[src/rtl/std_reg_wr_sched.sv]
// std_reg_wr_sched: round-robin write scheduler for a bank of enable flops.
// NREQ requesters share one registered write port; at most one write per cycle.
// Optional feature macro: STD_REG_WR_SCHED_INIT_EN adds a post-reset sweep
// that writes INIT_VAL into every entry, with busy high while it runs.
module std_reg_wr_sched #(
  parameter int              NREQ     = 4,
  parameter int              DEPTH    = 8,
  parameter int              WIDTH    = 8,
  parameter int              ADDR_W   = $clog2(DEPTH),
  parameter logic [WIDTH-1:0] INIT_VAL = '0
) (
  input  logic                    clk,
  input  logic                    rst,
  input  logic                    stall,
  input  logic [NREQ-1:0]         req_vld,
  input  logic [NREQ*ADDR_W-1:0]  req_addr,
  input  logic [NREQ*WIDTH-1:0]   req_data,
  output logic [NREQ-1:0]         req_rdy,
  output logic [DEPTH-1:0]        reg_wen,
  output logic [WIDTH-1:0]        reg_wdata,
  output logic                    wr_err,
  output logic                    busy
);

  localparam int PTR_W = (NREQ > 1) ? $clog2(NREQ) : 1;

  logic [ADDR_W-1:0] addr_arr [NREQ];
  logic [WIDTH-1:0]  data_arr [NREQ];
  logic [NREQ-1:0]   oor_arr;

  logic [PTR_W-1:0]  ptr_reg;
  logic [PTR_W-1:0]  ptr_next;
  logic [PTR_W-1:0]  gnt_idx;
  logic              gnt_vld;
  logic              arb_en;

  // Unpack the flat request buses and flag addresses past the last entry.
  // When DEPTH fills the address space no address can be out of range.
  genvar gi;
  generate
    for (gi = 0; gi < NREQ; gi++) begin : g_req
      assign addr_arr[gi] = req_addr[gi*ADDR_W +: ADDR_W];
      assign data_arr[gi] = req_data[gi*WIDTH +: WIDTH];
      if (DEPTH == (1 << ADDR_W)) begin : g_full
        assign oor_arr[gi] = 1'b0;
      end else begin : g_part
        assign oor_arr[gi] = ({1'b0, addr_arr[gi]} >= (ADDR_W+1)'(DEPTH));
      end
    end
  endgenerate

`ifdef STD_REG_WR_SCHED_INIT_EN
  typedef enum logic {ST_INIT = 1'b0, ST_ARB = 1'b1} state_t;
  state_t            state_reg;
  logic [ADDR_W-1:0] cnt_reg;

  assign arb_en = (state_reg == ST_ARB);
  assign busy   = (state_reg == ST_INIT);
`else
  assign arb_en = 1'b1;
  assign busy   = 1'b0;
`endif

  // Round-robin search starting at ptr_reg; the first valid requester wins.
  always_comb begin
    int idx;
    idx      = 0;
    gnt_vld  = 1'b0;
    gnt_idx  = '0;
    req_rdy  = '0;
    if (arb_en && !stall && !rst) begin
      for (int k = 0; k < NREQ; k++) begin
        idx = (int'(ptr_reg) + k) % NREQ;
        if (!gnt_vld && req_vld[idx]) begin
          gnt_vld = 1'b1;
          gnt_idx = PTR_W'(idx);
        end
      end
    end
    if (gnt_vld) begin
      req_rdy[gnt_idx] = 1'b1;
    end
  end

  // Pointer moves just past the winner, wrapping at NREQ-1.
  assign ptr_next = (gnt_idx == PTR_W'(NREQ-1)) ? '0 : gnt_idx + PTR_W'(1);

  // State, pointer, sweep counter and the registered write port.
  always_ff @(posedge clk) begin
    if (rst) begin
`ifdef STD_REG_WR_SCHED_INIT_EN
      state_reg <= ST_INIT;
      cnt_reg   <= '0;
`endif
      ptr_reg   <= '0;
      reg_wen   <= '0;
      reg_wdata <= '0;
      wr_err    <= 1'b0;
    end else begin
      reg_wen <= '0;
      wr_err  <= 1'b0;
`ifdef STD_REG_WR_SCHED_INIT_EN
      if (state_reg == ST_INIT) begin
        reg_wen   <= DEPTH'(1) << cnt_reg;
        reg_wdata <= INIT_VAL;
        if (cnt_reg == ADDR_W'(DEPTH-1)) begin
          cnt_reg   <= '0;
          state_reg <= ST_ARB;
        end else begin
          cnt_reg <= cnt_reg + ADDR_W'(1);
        end
      end else
`endif
      if (gnt_vld) begin
        ptr_reg   <= ptr_next;
        reg_wdata <= data_arr[gnt_idx];
        wr_err    <= oor_arr[gnt_idx];
        if (!oor_arr[gnt_idx]) begin
          reg_wen <= DEPTH'(1) << addr_arr[gnt_idx];
        end
      end
    end
  end

endmodule
[config.mk]
export PLATFORM = sky130hd
export DESIGN_NAME = std_reg_wr_sched
export DESIGN_NICKNAME = d
export VERILOG_FILES = /design/src/rtl/std_reg_wr_sched.sv
export SDC_FILE = /design/constraint.sdc
export NUM_CORES = 1
export LEC_CHECK = 0
export ABC_AREA = 1
export BUFFER_PORTS_ARGS = -buffer_cell sky130_fd_sc_hd__buf_2
export CELL_PAD_IN_SITES_DETAIL_PLACEMENT = 0
export CELL_PAD_IN_SITES_GLOBAL_PLACEMENT = 1
export CORE_ASPECT_RATIO = 1.4
export CORE_MARGIN = 1
export CORE_UTILIZATION = 30
export DETAILED_ROUTE_END_ITERATION = 16
export PLACE_DENSITY = 0.8
export SLEW_MARGIN = 20
export SYNTH_ARGS = -nofsm -noshare
export SYNTH_HDL_FRONTEND = slang
export SYNTH_SLANG_ARGS = --single-unit
[constraint.sdc]
create_clock -name clk -period 2.5 [get_ports clk]
set_clock_uncertainty 0.05 [all_clocks]
set_input_delay 0.125 -clock clk [delete_from_list [all_inputs] [get_ports clk]]
set_output_delay 0.125 -clock clk [all_outputs]
set_load 0.01 [all_outputs]
# Word level (Yosys, flattened, before mapping)

Index checks and enable logic that the tools add are counted.

Register bits after elaboration: 19
Word-level logic and storage cells: 73
Bits of input ports: 51

Shift-type cells: 1
Bitwise logic cells: 5
Mux-type cells: 36
$add $sub $neg: 4
Order comparisons: 7
Equality and inequality tests: 1
Reductions and logical operators: 15

Operator list:

| cell                  | number |
|---|---|
| $mux W1               | 17 |
| $bmux W8 S2           | 1 |
| $mux W8               | 2 |
| $lt A3 B4 Y1 const B  | 3 |
| $mux W2               | 6 |
| $bmux W1 S2           | 5 |
| $reduce_or A2 Y1      | 4 |
| $shl A1 B3 Y8 const A | 1 |
| $bmux W3 S2           | 1 |
| $lt A2 B3 Y1 const B  | 2 |
| $mux W3               | 2 |
| $logic_and A1 B1 Y1   | 5 |
| $logic_not A1 Y1      | 5 |
| $add A2 B1 Y2 const B | 2 |
| $add A2 B2 Y2 const B | 2 |
| $mux W4               | 1 |
| $and A1 B1 Y1 const A | 3 |
| $ge A3 B3 Y1 const B  | 1 |
| $not A2 Y3            | 1 |
| $reduce_or A3 Y1      | 1 |
| $demux W1 S2          | 1 |
| $eq A2 B2 Y1 const B  | 1 |
| $ge A2 B1 Y1 const B  | 1 |
| $not A1 Y1            | 1 |

# Depth between registers and ports, before layout

Gate-level depths: netlist of run 1.

Depth after elaboration: 22
Mapped depth: 16
Mapped depth without buffers: 15

# Least setup slack after synthesis of run 1

No wires, ideal clock.

Kind: reg2reg
Start: reg ptr_reg[0]
End: reg ptr_reg[1]
Cell stages (with the launch flop): 15
Data required time: 2.322 ns
Arrival: 1.881 ns
Buffers on the path: 2
Setup time: 0.128 ns
Path slack: 0.440 ns
Cell sequence: dfxtp_1 buf_6 nand2_2 nand3_1 nand2_2 nor2_4 nand3_2 nand2_4 inv_2 nand2_2 buf_4 inv_1 ha_1 o21ai_0 a21oi_1

Longest elaborated chain between the ends: 18
Elaborated cells on any way between the ends: 36
Classes of those cells: 4 x add/sub; 1 x eq/ne; 25 x mux; 6 x reduce/logical

RTL lines:

| element                                                | line | text |
|---|---|---|
| start, declared                                        | 31   | `logic [PTR_W-1:0] ptr_reg;` |
| start signal, assigned                                 | 115  | `ptr_reg <= ptr_next;` |
| branches (longest 14 deep; another with $add A2 B1 Y2) | n/a  |  |
| $mux W2 *                                              | 74   | `if (!gnt_vld && req_vld[idx]) begin` |
| $mux W2 *                                              | 71   | `if (arb_en && !stall && !rst) begin` |
| $add A2 B1 Y2 or $eq A2 B2 Y1 (tied branches)          | 86   | `assign ptr_next = (gnt_idx == PTR_W'(NREQ-1)) ? '0 : gnt_idx + PTR_W'(1);` |
| $mux W2 *                                              | 86   |  |
| named net ptr_next[1]                                  | 32   | `logic [PTR_W-1:0] ptr_next;` |

Mark *: on every way through the listed nets, which the timed path passes. The select of a mux whose other input is x is not followed.
A chain may end at the register's enable or synchronous reset.

# Worst setup path in the final report of run 1

Start: reg ptr_reg[0]
End: out req_rdy[3]

Longest elaborated chain between the ends: 21
Elaborated cells on any way between the ends: 39
Classes of those cells: 3 x add/sub; 2 x order compare; 27 x mux; 7 x reduce/logical

RTL lines:

| element                                                | line | text |
|---|---|---|
| branches (longest 20 deep; another with $add A2 B1 Y2) | n/a  |  |
| $mux W4 *                                              | 80   | `if (gnt_vld) begin` |
| end, declared                                          | 18   | `output logic [NREQ-1:0] req_rdy,` |

Mark *: on every way between the ends. The select of a mux whose other input is x is not followed.

==> impl_metrics.yaml, run 1 <==
floorplanning:
  die_height_um: 88.3
  core_area_um2: 5160
  die_area_um2: 5620
  rows: 31
  initial_core_util_pct: 30.9
  die_w_um: 63.6
  io_pins: 73
critical_path:
  endpoint_kind: "output pin"
  crit_fanout: 12
  required_ns: 2.33
  worstSetupStartpointType: "register"
  path_class: "reg2out"
  cp.arrival_ns: 2.07
  ff2ff_setup_slack_ns: 0.39
cells_and_area:
  nets: 408
  nFillCells: 580
  num_antenna_cells: 0
  final_layout_size_suffix_gt1_share_pct: 28.1
  syn2layout_area_growth_pct: 29.1
  multiInputGateArea_um2: 942
  register_area_um2: 363
  stdcell_area_um2: 2060
sta:
  setup_viol: 0
  fin_hold_ws_ns: 0.153
  rsz0062_at_grt: "no"
  timing.fmax_mhz: 445
  hold_viol: 0
  fin_crit_ns: 2.24
  post-route-period-util_pct: 89.8
  setup_tns_ns: 0
  slew_viol_final: 0
logic_synthesis:
  synth-main-ff-cell: "dfxtp_1"
  async_flop_share_pct: 0
  synth_top_cell_area_share_pct: 22.6
  synth_top_area_cell: "dfxtp_1"
  ys_types: 21
  synth-seq-cells: 18
  ys_seq_area_share_pct: 22.6
  synth_common_cells: "89 x nand2_1, 62 x nand3_1, 51 x inv_1"
  avgSynthCellArea_um2: 5.64
  synthesis.instances: 283
  yosysWarnings: 0
  syn_area_um2: 1600
  synth_edf_count: 0
  synthTopCellsByArea: "dfxtp_1 23%, nand2_1 21%, nand3_1 19%, inv_1 12%, nand2_2 3.9%"
  synth_most_common_cell: "nand2_1"
cts:
  cts_tree: "built"
  postCtsHoldBufs: 0
  cts.sinks: 18
  clk_latency_ns: 0.25
  cts-root-buf: "clkbuf_8"
  cts_buffers: 3
  cts.clk_slew.worst_paths_ns: 0.07
  clock_path_buffers: 2
  h-tree-depth: 1
global_route:
  grt_pass1_wl_mm: 6.95
  grt_overflow: 0
  track_usage_pct: 15.5
  grt_max_degree: 38
  grt_pass1_vias: 1695
  grt_antenna_before_repair: 0
route:
  wl_mm: 4.06
  viasPerCell: 4.33
  ant_nets: 0
  drt_iter0_markers: 100
  vias: 1811
  drc: 0
  wl_per_cell_um: 9.71
  first_pass_iters: 4
placement:
  gp_congestion: 0.828
  dpl.hpwl_mm: 3.30
  dpl-instance-area_um2: 1980
  portBuffers: 70
power:
  p_leak_nw: 1.30
  finalPower_mw: 1.09
  ir_worst_vdd_mv: 0.155
  p_per_area_nw_per_um2: 527
hold_path:
  hold_class: "in2reg"
outcome:
  status: "finished clean"
run:
  drv_cap: 0
[kinds of logic (layout without fill, tap and decap cells)]
group                      Yosys count  in the layout  synth area share, %
buffers and inverters               68            136                 18.9
AOI/OAI and AO/OA                    4              4                 1.25
and+or+nand+nor                    188            188                 53.9
adders and majority gates            4              4                 3.14
other                                1              2                0.235
DFF                                 18             18                 22.6
[area by class of cell]
class	count	area share, %
clock buffers	4	2.67
inverters	54	9.84
repair buffers	78	20.1
well taps	66	4.01
flip-flops and latches	18	17.6
multi-input cells	198	45.7
[per-layer routing]
layer / vias to the layer above / GRT usage (%) / wire length [µm] / share of wire (%)
met5: - / 0 / 0 / 0
met4: 0 / 6.40 / 55 / 1.4
met3: 4 / 0.902 / 127 / 3.1
met2: 40 / 29.9 / 2140 / 53
met1: 771 / 17.5 / 1730 / 43
li1: 996 / - / - / -
[cell usage in the layout, fill, tap and decap left out, drive strengths merged]
master and instances:
inv 53, clkinv 1, nand3b 8, a21oi 2
o21ai 2, buf 78, nor2 17, nand3 63
clkbuf 4, nand2 100, conb 2, ha 4
dfxtp 18
[worst paths after layout]
path	start	to	depth (start not counted)
worst min register to register	reg_wdata[6]	reg_wdata[6]	2
worst max register to register	ptr_reg[0]	reg_wen[1]	15
worst min-delay path	req_data[6]	reg_wdata[6]	5
worst max-delay path	ptr_reg[0]	req_rdy[3]	14
[critical path, cell delays in order, from the launching register on]
cell and delay (ns):
dfxtp_2 0.38, buf_4 0.16, nand2_2 0.06, nand3_1 0.11, nand2_2 0.09, nor2_4 0.14, nand3_2 0.09, nand2_4 0.10
inv_2 0.05, nand2_4 0.12, inv_1 0.09, ha_1 0.19, inv_1 0.05, nor2_1 0.04, buf_2 0.13
[report_power, final]
group | internal, mW | switching (mW) | leakage, nW
clock | 0.140 | 0.0888 | 0.0288
combinational | 0.190 | 0.324 | 1.12
sequential | 0.321 | 0.0221 | 0.149
total | 0.651 | 0.435 | 1.30
[stage by stage]
step	util, %	instances	worst slack (ns)
floorplan	-	284	0.440
global placement	38.3	412	0.248
detailed placement	38.3	412	0.168
CTS	39.4	416	0.0723
global route	39.9	418	0.0304
finish	39.9	418	0.255
[repair_timing]
item	4_1_cts	5_1_grt
setup buffers	0	2
resized for setup	1	3
setup endpoints to repair	2	12
No activity file was read; power rests on OpenSTA's default activity.
==> run 2, diff against run 1 <==
Settings changed: ABC_AREA 1 to not set, CORE_UTILIZATION 30 to 29, PLACE_DENSITY 0.8 to 0.79.
==> run 2 against run 1 <==
  * Worst hold slack worse by 0.030 ns
  * Non-clock buffer count is 5 lower
  * Critical path depth decreased by 6
  * Setup slack lost 0.050 ns
  * Register-to-register slack gained 0.02 ns
  * Sequential share of layout area is 5.3 points higher
  * Maximum frequency shrank 2.2%
  * Via count fell by 36%
==> impl_metrics.yaml, run 2 <==
logic_synthesis:
  syn_area_um2: 1120
  synth_edf_count: 0
  async_flop_share_pct: 0
  synth-seq-cells: 18
  synth_top_area_cell: "dfxtp_1"
  synthTopCellsByArea: "dfxtp_1 32%, mux2i_1 14%, o221ai_1 6.2%, nand2_1 4.7%, ha_1 4.4%"
  yosysWarnings: 0
  synth_top_cell_area_share_pct: 32.0
  synth_most_common_cell: "dfxtp_1"
  avgSynthCellArea_um2: 9.45
  synth-main-ff-cell: "dfxtp_1"
  synthesis.instances: 119
  ys_seq_area_share_pct: 32.0
  synth_common_cells: "18 x dfxtp_1, 16 x mux2i_1, 14 x nand2_1"
  ys_types: 41
floorplanning:
  die_w_um: 54.6
  io_pins: 73
  die_area_um2: 4140
  rows: 26
  die_height_um: 75.7
  core_area_um2: 3680
  initial_core_util_pct: 30.6
cts:
  postCtsHoldBufs: 0
  cts_buffers: 3
  cts.clk_slew.worst_paths_ns: 0.07
  cts_setup_buffers: 0
  cts.sinks: 18
  clk_latency_ns: 0.25
  cts_resized: 0
  clock_path_buffers: 2
  h-tree-depth: 1
  cts-root-buf: "clkbuf_8"
  cts_tree: "built"
sta:
  post-route-period-util_pct: 91.8
  setup_tns_ns: 0
  fin_crit_ns: 2.29
  fin_ws_ns: 0.205
  setup_viol: 0
  timing.fmax_mhz: 436
  slew_viol_final: 0
  hold_viol: 0
  rsz0062_at_grt: "no"
route:
  drt_iter0_markers: 10
  ant_nets: 0
  wl_mm: 2.79
  vias: 1163
  viasPerCell: 4.99
  drc: 0
  first_pass_iters: 4
  wl_per_cell_um: 12.0
critical_path:
  endpoint_kind: "output pin"
  required_ns: 2.33
  worst_r2r_path_depth: 6
  ff2ff_setup_slack_ns: 0.41
  cp.arrival_ns: 2.12
  crit_fanout: 21
  worstReg2RegStart: "ptr_reg[1]"
  worstSetupStartpointType: "register"
  path_class: "reg2out"
  timing.rr.end: "reg_wen[3]"
hold_path:
  whs_path_depth: 3
  whs_endpoint: "reg_wdata[0]"
  hold_class: "in2reg"
  min_from: "req_data[8]"
global_route:
  grt_antenna_before_repair: 0
  track_usage_pct: 14.6
  grt_pass1_wl_mm: 4.37
  grt_pass1_vias: 1078
  grt_max_degree: 22
  grt_overflow: 0
run:
  drv_cap: 0
cells_and_area:
  layout_common_cells: "70 x buf_2, 18 x dfxtp_1, 16 x mux2i_1, 14 x nand2_1, 8 x o221ai_1"
  num_antenna_cells: 0
  utilization_pct: 42.8
  final_layout_size_suffix_gt1_share_pct: 45.0
  stdcell_area_um2: 1570
  fin_cells: 233
  syn2layout_area_growth_pct: 39.7
  final_common_cell: "buf_2"
  nets: 247
placement:
  post-place-ws_ns: 0.376
  dpl-instance-area_um2: 1520
  portBuffers: 70
  dp_cells: 229
  dpl.hpwl_mm: 2.26
  gp_congestion: 0.719
outcome:
  status: "finished clean"
power:
  ir_worst_vdd_mv: 0.266
  p_per_area_nw_per_um2: 472
  p_leak_nw: 0.779
## run 2: layer usage
layer  track usage (%)  share of wire, %  up-vias
li1                  -                 -      585
met1              16.2                41      518
met2              25.3                50       55
met3              4.79               8.2        5
met4              5.13               1.2        0
met5                 0                 0        -
## run 2: worst max path at each step
stage	start	end	slack [ns]	cells after the start
floorplan	req_vld[0]	ptr_reg[1]	0.58	8
global placement	req_vld[0]	reg_wen[3]	0.38	6
detailed placement	req_vld[0]	reg_wen[3]	0.38	6
CTS	ptr_reg[1]	req_rdy[1]	0.18	8
global route	ptr_reg[1]	req_rdy[1]	0.05	8
finish	ptr_reg[1]	req_rdy[1]	0.21	8
## run 2: through the flow
step | hold slack [ns] | power (mW)
after detailed placement | 0.392 | 0.508
after CTS | 0.122 | 0.750
after floorplan | 0.255 | 0.429
final | 0.123 | 0.741
after global placement | 0.385 | 0.508
after global routing | 0.139 | 0.781
## run 2: cell type report
type / instances / area (µm²)
inverter: 2 / 7.51
timing repair buffer: 73 / 373
fill: 385 / 2100
tap: 42 / 52.6
clock buffer: 4 / 55.1
multi-input combinational: 94 / 723
sequential: 18 / 360
## run 2: cell families after synthesis
kind of cell | after synthesis | synth area share, %
compound gates | 22 | 14.7
buf+inv | 8 | 4.00
mux | 18 | 18.2
simple gates | 48 | 26.3
other cells | 1 | 0.333
flops | 18 | 32.0
fa+ha+maj | 4 | 4.45
## run 2: power breakdown
part / total (mW) / switching [mW] / internal (mW)
clock: 0.240 / 0.100 / 0.140
sequential: 0.320 / 0.0122 / 0.308
combinational: 0.181 / 0.0901 / 0.0904
## run 2: worst max-delay path: stages (launching register included)
cell,delay [ns]
dfxtp_1,0.45
and4bb_1,0.22
o21ai_1,0.12
o211a_1,0.20
buf_4,0.32
inv_2,0.10
ha_1,0.19
and3_1,0.13
buf_2,0.13
